--- src/rtl/rsa_arb_pkg.sv ---
// Shared types and defaults for the RSA core start arbiter.
package rsa_arb_pkg;

  typedef enum logic [1:0] {
    IDLE  = 2'd0,
    ISSUE = 2'd1,
    WAIT  = 2'd2,
    ACK   = 2'd3
  } arb_state_e;

  localparam int TIMEOUT_DEFAULT = 1024;

endpackage

--- src/rtl/rsa_start_arbiter_rr_pick.sv ---
// Combinational round-robin picker: first pending index after last_grant, wrapping modulo N_REQ.
module rr_pick #(
  parameter int N_REQ = 4,
  parameter int SEL_W = $clog2(N_REQ)
) (
  input  logic [N_REQ-1:0] pending,
  input  logic [SEL_W-1:0] last_grant,
  output logic             valid,
  output logic [SEL_W-1:0] idx
);

  logic [SEL_W-1:0] cand_s;

  // Scan from the farthest offset inwards so the nearest pending index is the one left in idx.
  always_comb begin
    valid  = 1'b0;
    idx    = {SEL_W{1'b0}};
    cand_s = {SEL_W{1'b0}};
    for (int k = N_REQ; k >= 1; k--) begin
      cand_s = SEL_W'((int'(last_grant) + k) % N_REQ);
      valid  = valid | pending[cand_s];
      idx    = pending[cand_s] ? cand_s : idx;
    end
  end

endmodule

--- src/rtl/rsa_start_arbiter.sv ---
// Round-robin start scheduler sharing one RSA core among N_REQ requesters.
// Optional watchdog abort of a stuck core is built when RSA_ARB_TIMEOUT_EN is defined.
module rsa_start_arbiter
  import rsa_arb_pkg::*;
#(
  parameter int N_REQ   = 4,
  parameter int SEL_W   = $clog2(N_REQ),
  parameter int TIMEOUT = TIMEOUT_DEFAULT
) (
  input  logic             clk,
  input  logic             rst,
  input  logic [N_REQ-1:0] req,
  output logic             core_start,
  output logic [SEL_W-1:0] core_sel,
  input  logic             core_done,
  output logic [N_REQ-1:0] ack,
  output logic             busy,
  output logic             timeout
);

  localparam logic [N_REQ-1:0] LSB_ONE = {{(N_REQ-1){1'b0}}, 1'b1};

  arb_state_e       state_r;
  logic [N_REQ-1:0] req_q_r;
  logic [N_REQ-1:0] pending_r;
  logic [N_REQ-1:0] edge_s;
  logic [N_REQ-1:0] clr_s;
  logic [N_REQ-1:0] ack_r;
  logic [SEL_W-1:0] sel_r;
  logic [SEL_W-1:0] last_grant_r;
  logic [SEL_W-1:0] pick_idx_s;
  logic             pick_valid_s;
  logic             core_start_r;
  logic             busy_r;

`ifdef RSA_ARB_TIMEOUT_EN
  localparam int CNT_W = $clog2(TIMEOUT);
  logic [CNT_W-1:0] wd_cnt_r;
  logic             timeout_r;
`endif

  rr_pick #(
    .N_REQ(N_REQ),
    .SEL_W(SEL_W)
  ) u_rr_pick (
    .pending   (pending_r),
    .last_grant(last_grant_r),
    .valid     (pick_valid_s),
    .idx       (pick_idx_s)
  );

  // Rising-edge detect and the clear mask for the index being launched.
  always_comb begin
    edge_s = req & ~req_q_r;
    clr_s  = (state_r == ISSUE) ? (LSB_ONE << sel_r) : {N_REQ{1'b0}};
  end

  // Request sampling; a new edge on the issuing index outranks its clear.
  always_ff @(posedge clk) begin
    if (rst) begin
      req_q_r   <= {N_REQ{1'b1}};
      pending_r <= {N_REQ{1'b0}};
    end else begin
      req_q_r   <= req;
      pending_r <= (pending_r & ~clr_s) | edge_s;
    end
  end

  // Job sequencing with all outputs registered alongside the state.
  always_ff @(posedge clk) begin
    if (rst) begin
      state_r      <= IDLE;
      sel_r        <= {SEL_W{1'b0}};
      last_grant_r <= SEL_W'(N_REQ - 1);
      core_start_r <= 1'b0;
      ack_r        <= {N_REQ{1'b0}};
      busy_r       <= 1'b0;
`ifdef RSA_ARB_TIMEOUT_EN
      wd_cnt_r     <= {CNT_W{1'b0}};
      timeout_r    <= 1'b0;
`endif
    end else begin
      core_start_r <= 1'b0;
      ack_r        <= {N_REQ{1'b0}};
`ifdef RSA_ARB_TIMEOUT_EN
      timeout_r    <= 1'b0;
`endif
      case (state_r)
        IDLE: begin
          if (pick_valid_s) begin
            sel_r        <= pick_idx_s;
            state_r      <= ISSUE;
            core_start_r <= 1'b1;
            busy_r       <= 1'b1;
          end
        end
        ISSUE: begin
          state_r <= WAIT;
`ifdef RSA_ARB_TIMEOUT_EN
          wd_cnt_r <= {CNT_W{1'b0}};
`endif
        end
        WAIT: begin
          if (core_done) begin
            state_r <= ACK;
            ack_r   <= LSB_ONE << sel_r;
`ifdef RSA_ARB_TIMEOUT_EN
          end else if (wd_cnt_r == CNT_W'(TIMEOUT - 1)) begin
            state_r   <= ACK;
            ack_r     <= LSB_ONE << sel_r;
            timeout_r <= 1'b1;
          end else begin
            wd_cnt_r <= wd_cnt_r + CNT_W'(1);
`endif
          end
        end
        ACK: begin
          state_r      <= IDLE;
          busy_r       <= 1'b0;
          last_grant_r <= sel_r;
        end
        default: begin
          state_r <= IDLE;
          busy_r  <= 1'b0;
        end
      endcase
    end
  end

  assign core_start = core_start_r;
  assign core_sel   = sel_r;
  assign ack        = ack_r;
  assign busy       = busy_r;

`ifdef RSA_ARB_TIMEOUT_EN
  assign timeout = timeout_r;
`else
  logic unused_cfg_s;
  assign unused_cfg_s = ^TIMEOUT;
  assign timeout      = 1'b0;
`endif

endmodule

--- config.mk ---
export PLATFORM = sky130hd
export DESIGN_NAME = rsa_start_arbiter
export DESIGN_NICKNAME = d
export VERILOG_FILES = /design/src/rtl/rsa_arb_pkg.sv /design/src/rtl/rsa_start_arbiter_rr_pick.sv /design/src/rtl/rsa_start_arbiter.sv
export SDC_FILE = /design/constraint.sdc
export NUM_CORES = 1
export LEC_CHECK = 0
export BUFFER_PORTS_ARGS = -buffer_cell sky130_fd_sc_hd__buf_2
export CAP_MARGIN = 20
export CORE_MARGIN = 4
export CORE_UTILIZATION = 51
export CTS_CLUSTER_DIAMETER = 100
export DETAILED_ROUTE_END_ITERATION = 10
export GPL_ROUTABILITY_DRIVEN = 0
export GPL_TIMING_DRIVEN = 1
export PLACE_DENSITY = 0.74
export SYNTH_ARGS = -nofsm -noshare
export SYNTH_HDL_FRONTEND = slang
export SYNTH_SLANG_ARGS = --single-unit
--- constraint.sdc ---
create_clock -name clk -period 1.8 [get_ports clk]
set_clock_uncertainty 0.2 [all_clocks]
set_input_delay 0.36 -clock clk [delete_from_list [all_inputs] [get_ports clk]]
set_output_delay 0.36 -clock clk [all_outputs]
set_load 0.05 [all_outputs]
# [Yosys cells after proc, flatten, opt, wreduce, memory -nomap -nowiden]
# Cells that the tools add are included.
[word_totals] ff_bits=20 in_bits=7 out_inout_bits=9 wordCells=59
[op_classes] add_sub_neg=4 order_cmp=4 eq_ne=5 shift=1 muxes=19 n_bitwise=11 reduce_logical=7
[op_table] operator="< comparator 2 x 3 -> 1 bit (second input constant)" count=4
[op_table] operator="two-way mux 2 bit" count=6
[op_table] operator="AND 4 bit" count=2
[op_table] operator="binary-select mux 1 bit (select 2 bit)" count=4
[op_table] operator="inverter 4 bit" count=2
[op_table] operator="case mux 2 bit (4 select lines)" count=1
[op_table] operator="two-way mux 1 bit" count=6
[op_table] operator="AND reduction 2 bit" count=3
[op_table] operator="adder 2 x 1 -> 2 bit (second input constant)" count=2
[op_table] operator="adder 2 bit (second input constant)" count=2
[op_table] operator="equality test 2 bit (second input constant)" count=2
[op_table] operator="two-way mux 4 bit" count=1
[op_table] operator="!= test 2 bit (second input constant)" count=2
[op_table] operator="OR 4 bit" count=1
[op_table] operator="<< shifter 1 x 2 -> 4 bit (first input constant)" count=1
[op_table] operator="inverter 1 bit" count=3
[op_table] operator="OR 1 bit" count=3
[op_table] operator="OR reduction 3 bit" count=1
[op_table] operator="equality test 2 x 1 -> 1 bit (second input constant)" count=1
[op_table] operator="zero test 2 bit" count=1
[op_table] operator="case mux 1 bit (2 select lines)" count=1
[op_table] operator="nonzero test 2 bit" count=1
[op_table] operator="OR reduction 2 bit" count=1

# [Longest topological paths before layout]
[logic_depth] depth_word=8 depth_mapped=6 ltp_nobuf=6

# [Modules after synthesis]
# A second synthesis with hierarchy kept.
[hier_totals] hier_cells=95 hier_area_um2=855.8
[modules_own_cells] mod="rsa_start_arbiter" n_inst=1 cells_each=81 area_per_inst_um2=777.0 seq_area_each_um2=400.4
[modules_own_cells] mod="rr_pick" n_inst=1 cells_each=14 area_per_inst_um2=78.8 seq_area_each_um2=0.0

# [Least setup slack after synthesis]
# Ideal clock, no wire load.
[synth_path] kind="register to register" startpoint="register sel_r[1], in the netlist core_sel[1]" endpoint="register pending_r[3]" setup_time_ns=0.129 arrival_ns=1.135 required_time_ns=1.471 setup_slack_ns=0.336 path_stages_with_launch=5 n_path_buf=1 period_less_slack_ns=1.464 cell_sequence="dfxtp_1 buf_2 nand3_1 a21oi_1 nor2_1"
[synth_via] elab_chain_len=5
[synth_rtl] item="from (decl)" line_no="rsa_start_arbiter.sv:29" text="logic [SEL_W-1:0] sel_r;"
[synth_rtl] item="from (signal assigned)" line_no="rsa_start_arbiter.sv:73" text="sel_r <= {SEL_W{1'b0}};"
[synth_rtl] item="from (signal assigned)" line_no="rsa_start_arbiter.sv:91" text="sel_r <= pick_idx_s;"
[synth_rtl] item="<< shifter 1 x 2 -> 4 bit" line_no="rsa_start_arbiter.sv:55" text="clr_s = (state_r == ISSUE) ? (LSB_ONE << sel_r) : {N_REQ{1'b0}};"
[synth_rtl] item="two-way mux 4 bit" line_no="rsa_start_arbiter.sv:55"
[synth_rtl] item="inverter 4 bit" line_no="rsa_start_arbiter.sv:65" text="pending_r <= (pending_r & ~clr_s) | edge_s;"
[synth_rtl] item="AND 4 bit" line_no="rsa_start_arbiter.sv:65"
[synth_rtl] item="OR 4 bit" line_no="rsa_start_arbiter.sv:65"
[synth_rtl] item="to (signal assigned)" line_no="rsa_start_arbiter.sv:62" text="pending_r <= {N_REQ{1'b0}};"
[synth_rtl] item="to (signal assigned)" line_no="rsa_start_arbiter.sv:65"
[synth_rtl] item="to (decl)" line_no="rsa_start_arbiter.sv:25" text="logic [N_REQ-1:0] pending_r;"
# No other way between the ends.
# A chain may end at the register's enable or synchronous reset.

# [Worst setup path after layout]
[layout_path] startpoint="register sel_r[0], in the netlist core_sel[0]" endpoint="output port core_sel[0]"
[layout_lines] item="to (decl)" line_no="rsa_start_arbiter.sv:14" text="output logic [SEL_W-1:0] core_sel,"
# No word-level cell between the ends.

==> summary.md <==
| Metric | Value |
|---|---|
| H-tree depth | 1 |
| HPWL after detailed placement | 1.106 mm |
| Mapped Cells | 91 |
| # placed instances | 118 |
| Vias | 656 |
| Fillers | 133 |
| Yosys top cell by area | dfxtp_1 |
| CTS tree | built |
| Initial core utilization | 54.93% |
| DR WL/cell | 12.55 um |
| Final non-filler cell total | 122 |
| Vias in the first global route | 628 |
| Full die area | 0.002353 mm^2 |
| Sequential power share | 46.2% |
| Total core area | 0.001524 mm^2 |
| Final wirelength | 1.531 mm |
| Post-cts sizing count | 0 |
| Detail Route Antenna Nets | 0 |
| Switch Pwr | 0.4697 mW |
| Clock share of power | 20.3% |
| Largest net degree at the start of global routing | 16 |
| Commonest cells in the netlist | dfxtp_1 (20), nand2_1 (8), a21oi_1 (7) |
| Dominant cells by area after synthesis | dfxtp_1 (48%), ha_1 (6.0%), a21oi_1 (4.2%) |
| Routed vias/inst | 5.377 |
| Nets | 118 |
| Post-synth top flop | dfxtp_1 |
| Slowest cell on the critical path | dfxtp_1 |
| #FFs+latches synth | 20 |
| Maximum clock frequency | 587.8 MHz |
| Max Cap Viol | 0 |
| Initial antenna violation count | 0 |
| Avg Inst Size Synth | 9.198 um^2 |
| Grt ovf | 0 |
| Sw Share | 37.45% |
| Mapped Area | 837.1 um^2 |
| Syn nets | 102 |
| Die X | 48.51 um |
| Critical path depth | 1 |
| Pleak | 0.4010 nW |
| Startpoint Class | flop |
| Crit path max fanout | 9 |
| FF-to-FF path depth | 6 |
| Crit end category | output port |
| Power per cell area | 1324 mW/mm^2 |
| Area Growth Syn to Fin | 13.15% |
| Number of flops mapped to enable cells by yosys | 0 |
| Maximum VDD drop | 0.6319 mV |
| Clk sinks | 20 |
| CTS Buffer Depth | 2 |
| Status | finished clean |
| Worst-path clk slew | 0.10 ns |
| Pint | 0.7847 mW |
| Logic pwr share | 33.5% |
| Hold Vio Cnt, Final | 0 |
| Yosys cell types | 26 |
| CP bufs+invs | 1 |
| GRT Util Overall | 14.34% |
| Slew Limit Fails | 0 |
| Kind of critical path | reg -> out |
| Drc violations | 0 |
| Seq/Total Area, Yosys | 47.83% |
| Antenna diodes | 0 |
| Final setup TNS | 0 ns |
| Initial DRT Pass Iterations | 4 |
| Worst-skew pair later-pin latency | 0.30 ns |
| # IOs | 16 |
| WP data required | 1.24 ns |
| Std-Cell Rows | 14 |
| RSZ-0062 raised after global routing | no |
| Die Height | 48.51 um |
| CP max stage delay | 0.51 ns |
| Synth warnings | 0 |
| Postcts setup bufs | 0 |
| Total clock buffers created by CTS | 3 |
| Crit path max-delay family | flip-flops |
| Crit path cell chain | buf_2 |
| Post-synth ARST share | 0% |
| Hold path depth | 2 |
| Total power | 1.254 mW |
| Worst Path Arrival | 1.14 ns |
| Global-route wire length before repair | 2.691 mm |
| IO buf count | 14 |
| Dominant cell by count in the synthesized netlist | dfxtp_1 |
| Crit share post-route | 94.51% |
| Cts hold-fix bufs | 0 |
| Minimum clock period | 1.701 ns |
| Share of the synthesized area in the top cell type | 47.83% |
| DR iter-0 viols | 5 |
| Root Buffer | clkbuf_4 |
| Hold Path Class | in -> reg |
| Layout cells sized above 1 | 23.58% |
| Setup-failing EPs final | 0 |
worst paths after layout:
| kind | from | to | slack (ns) |
|---|---|---|---|
| setup / recovery | core_sel[0]$_SDFFE_PP0P_ | core_sel[0] | 0.1 |
| hold / removal | req[3] | req_q_r[3]$_SDFF_PP1_ | 0.05 |
| setup reg to reg | state_r[0]$_SDFFE_PP0P_ | state_r[1]$_SDFFE_PP0P_ | 0.27 |
| hold reg to reg | req_q_r[2]$_SDFF_PP1_ | pending_r[2]$_SDFF_PP0_ | 0.29 |
sequential cells by signal, summed over array words and instances, names as in the netlist:
name,count
state_r,2
pending_r,4
core_start,1
busy,1
last_grant_r,2
req_q_r,4
ack,4
core_sel,2
final cells by class:
class	count	area [um^2]	area share, %
clock buffers	4	36.28	3.831
inverters	6	22.52	2.378
multi-input cells	62	397.9	42.01
flip-flops and latches	20	400.4	42.27
well taps	16	20.02	2.114
repair buffers	14	70.07	7.398
power by group through the flow:
stage	registers [mW]	logic, mW	clock network [mW]
3_5_place_dp	0.590	0.420	0
4_1_cts	0.580	0.423	0.260
6_report	0.579	0.420	0.255
2_1_floorplan	0.667	0.254	0
3_3_place_gp	0.587	0.412	0
5_1_grt	0.595	0.466	0.291
cells by family (layout without fill, tap and decap cells):
kind of cell               Yosys count  after routing  share of synthesized area (%)
and+or+nand+nor                     32             32                          21.23
adders and majority gates            4              4                          5.979
DFF                                 20             20                          47.83
buffers and inverters                9             24                          4.633
AOI/OAI and AO/OA                   23             23                          17.49
muxes                                2              2                          2.392
other                                1              1                         0.4480
routing by layer:
metal,track usage (%),routed length (um),vias up
met5,0,0,-
met4,8.072,52,0
met3,3.374,61,7
met2,23.48,741,15
met1,16.95,676,296
li1,-,-,338
cell usage in the layout (no fill, tap or decap):
cell / count
nor4_4: 1
o21bai_1: 2
nand3_1: 2
a31oi_1: 1
clkbuf_4: 3
dfxtp_1: 20
nor4_1: 2
o21ai_1: 3
buf_2: 14
nor2_1: 6
or2_2: 4
nand2b_1: 5
ha_1: 4
clkbuf_8: 1
a221oi_1: 1
conb_1: 1
mux2i_1: 2
inv_1: 6
nand4_1: 1
a21oi_2: 2
nor2b_1: 3
o211ai_1: 3
a21oi_1: 7
o221a_1: 1
o21ai_0: 3
nand2_1: 8
stage by stage:
| stage | setup WS [ns] | instance area, um^2 | util, % | hold WS, ns |
|---|---|---|---|---|
| 3_5_place_dp | 0.2787 | 910.9 | 59.77 | 0.2760 |
| 5_1_grt | 0.01792 | 947.2 | 62.15 | 0.04049 |
| 6_report | 0.09881 | 947.2 | 62.15 | 0.04793 |
| 2_1_floorplan | 0.3364 | 837.1 | - | 0.2625 |
| 3_3_place_gp | 0.3136 | 910.9 | 59.77 | 0.2706 |
| 4_1_cts | 0.1002 | 947.2 | 62.15 | 0.04925 |
Note: power is estimated with default switching activity, not from simulation.
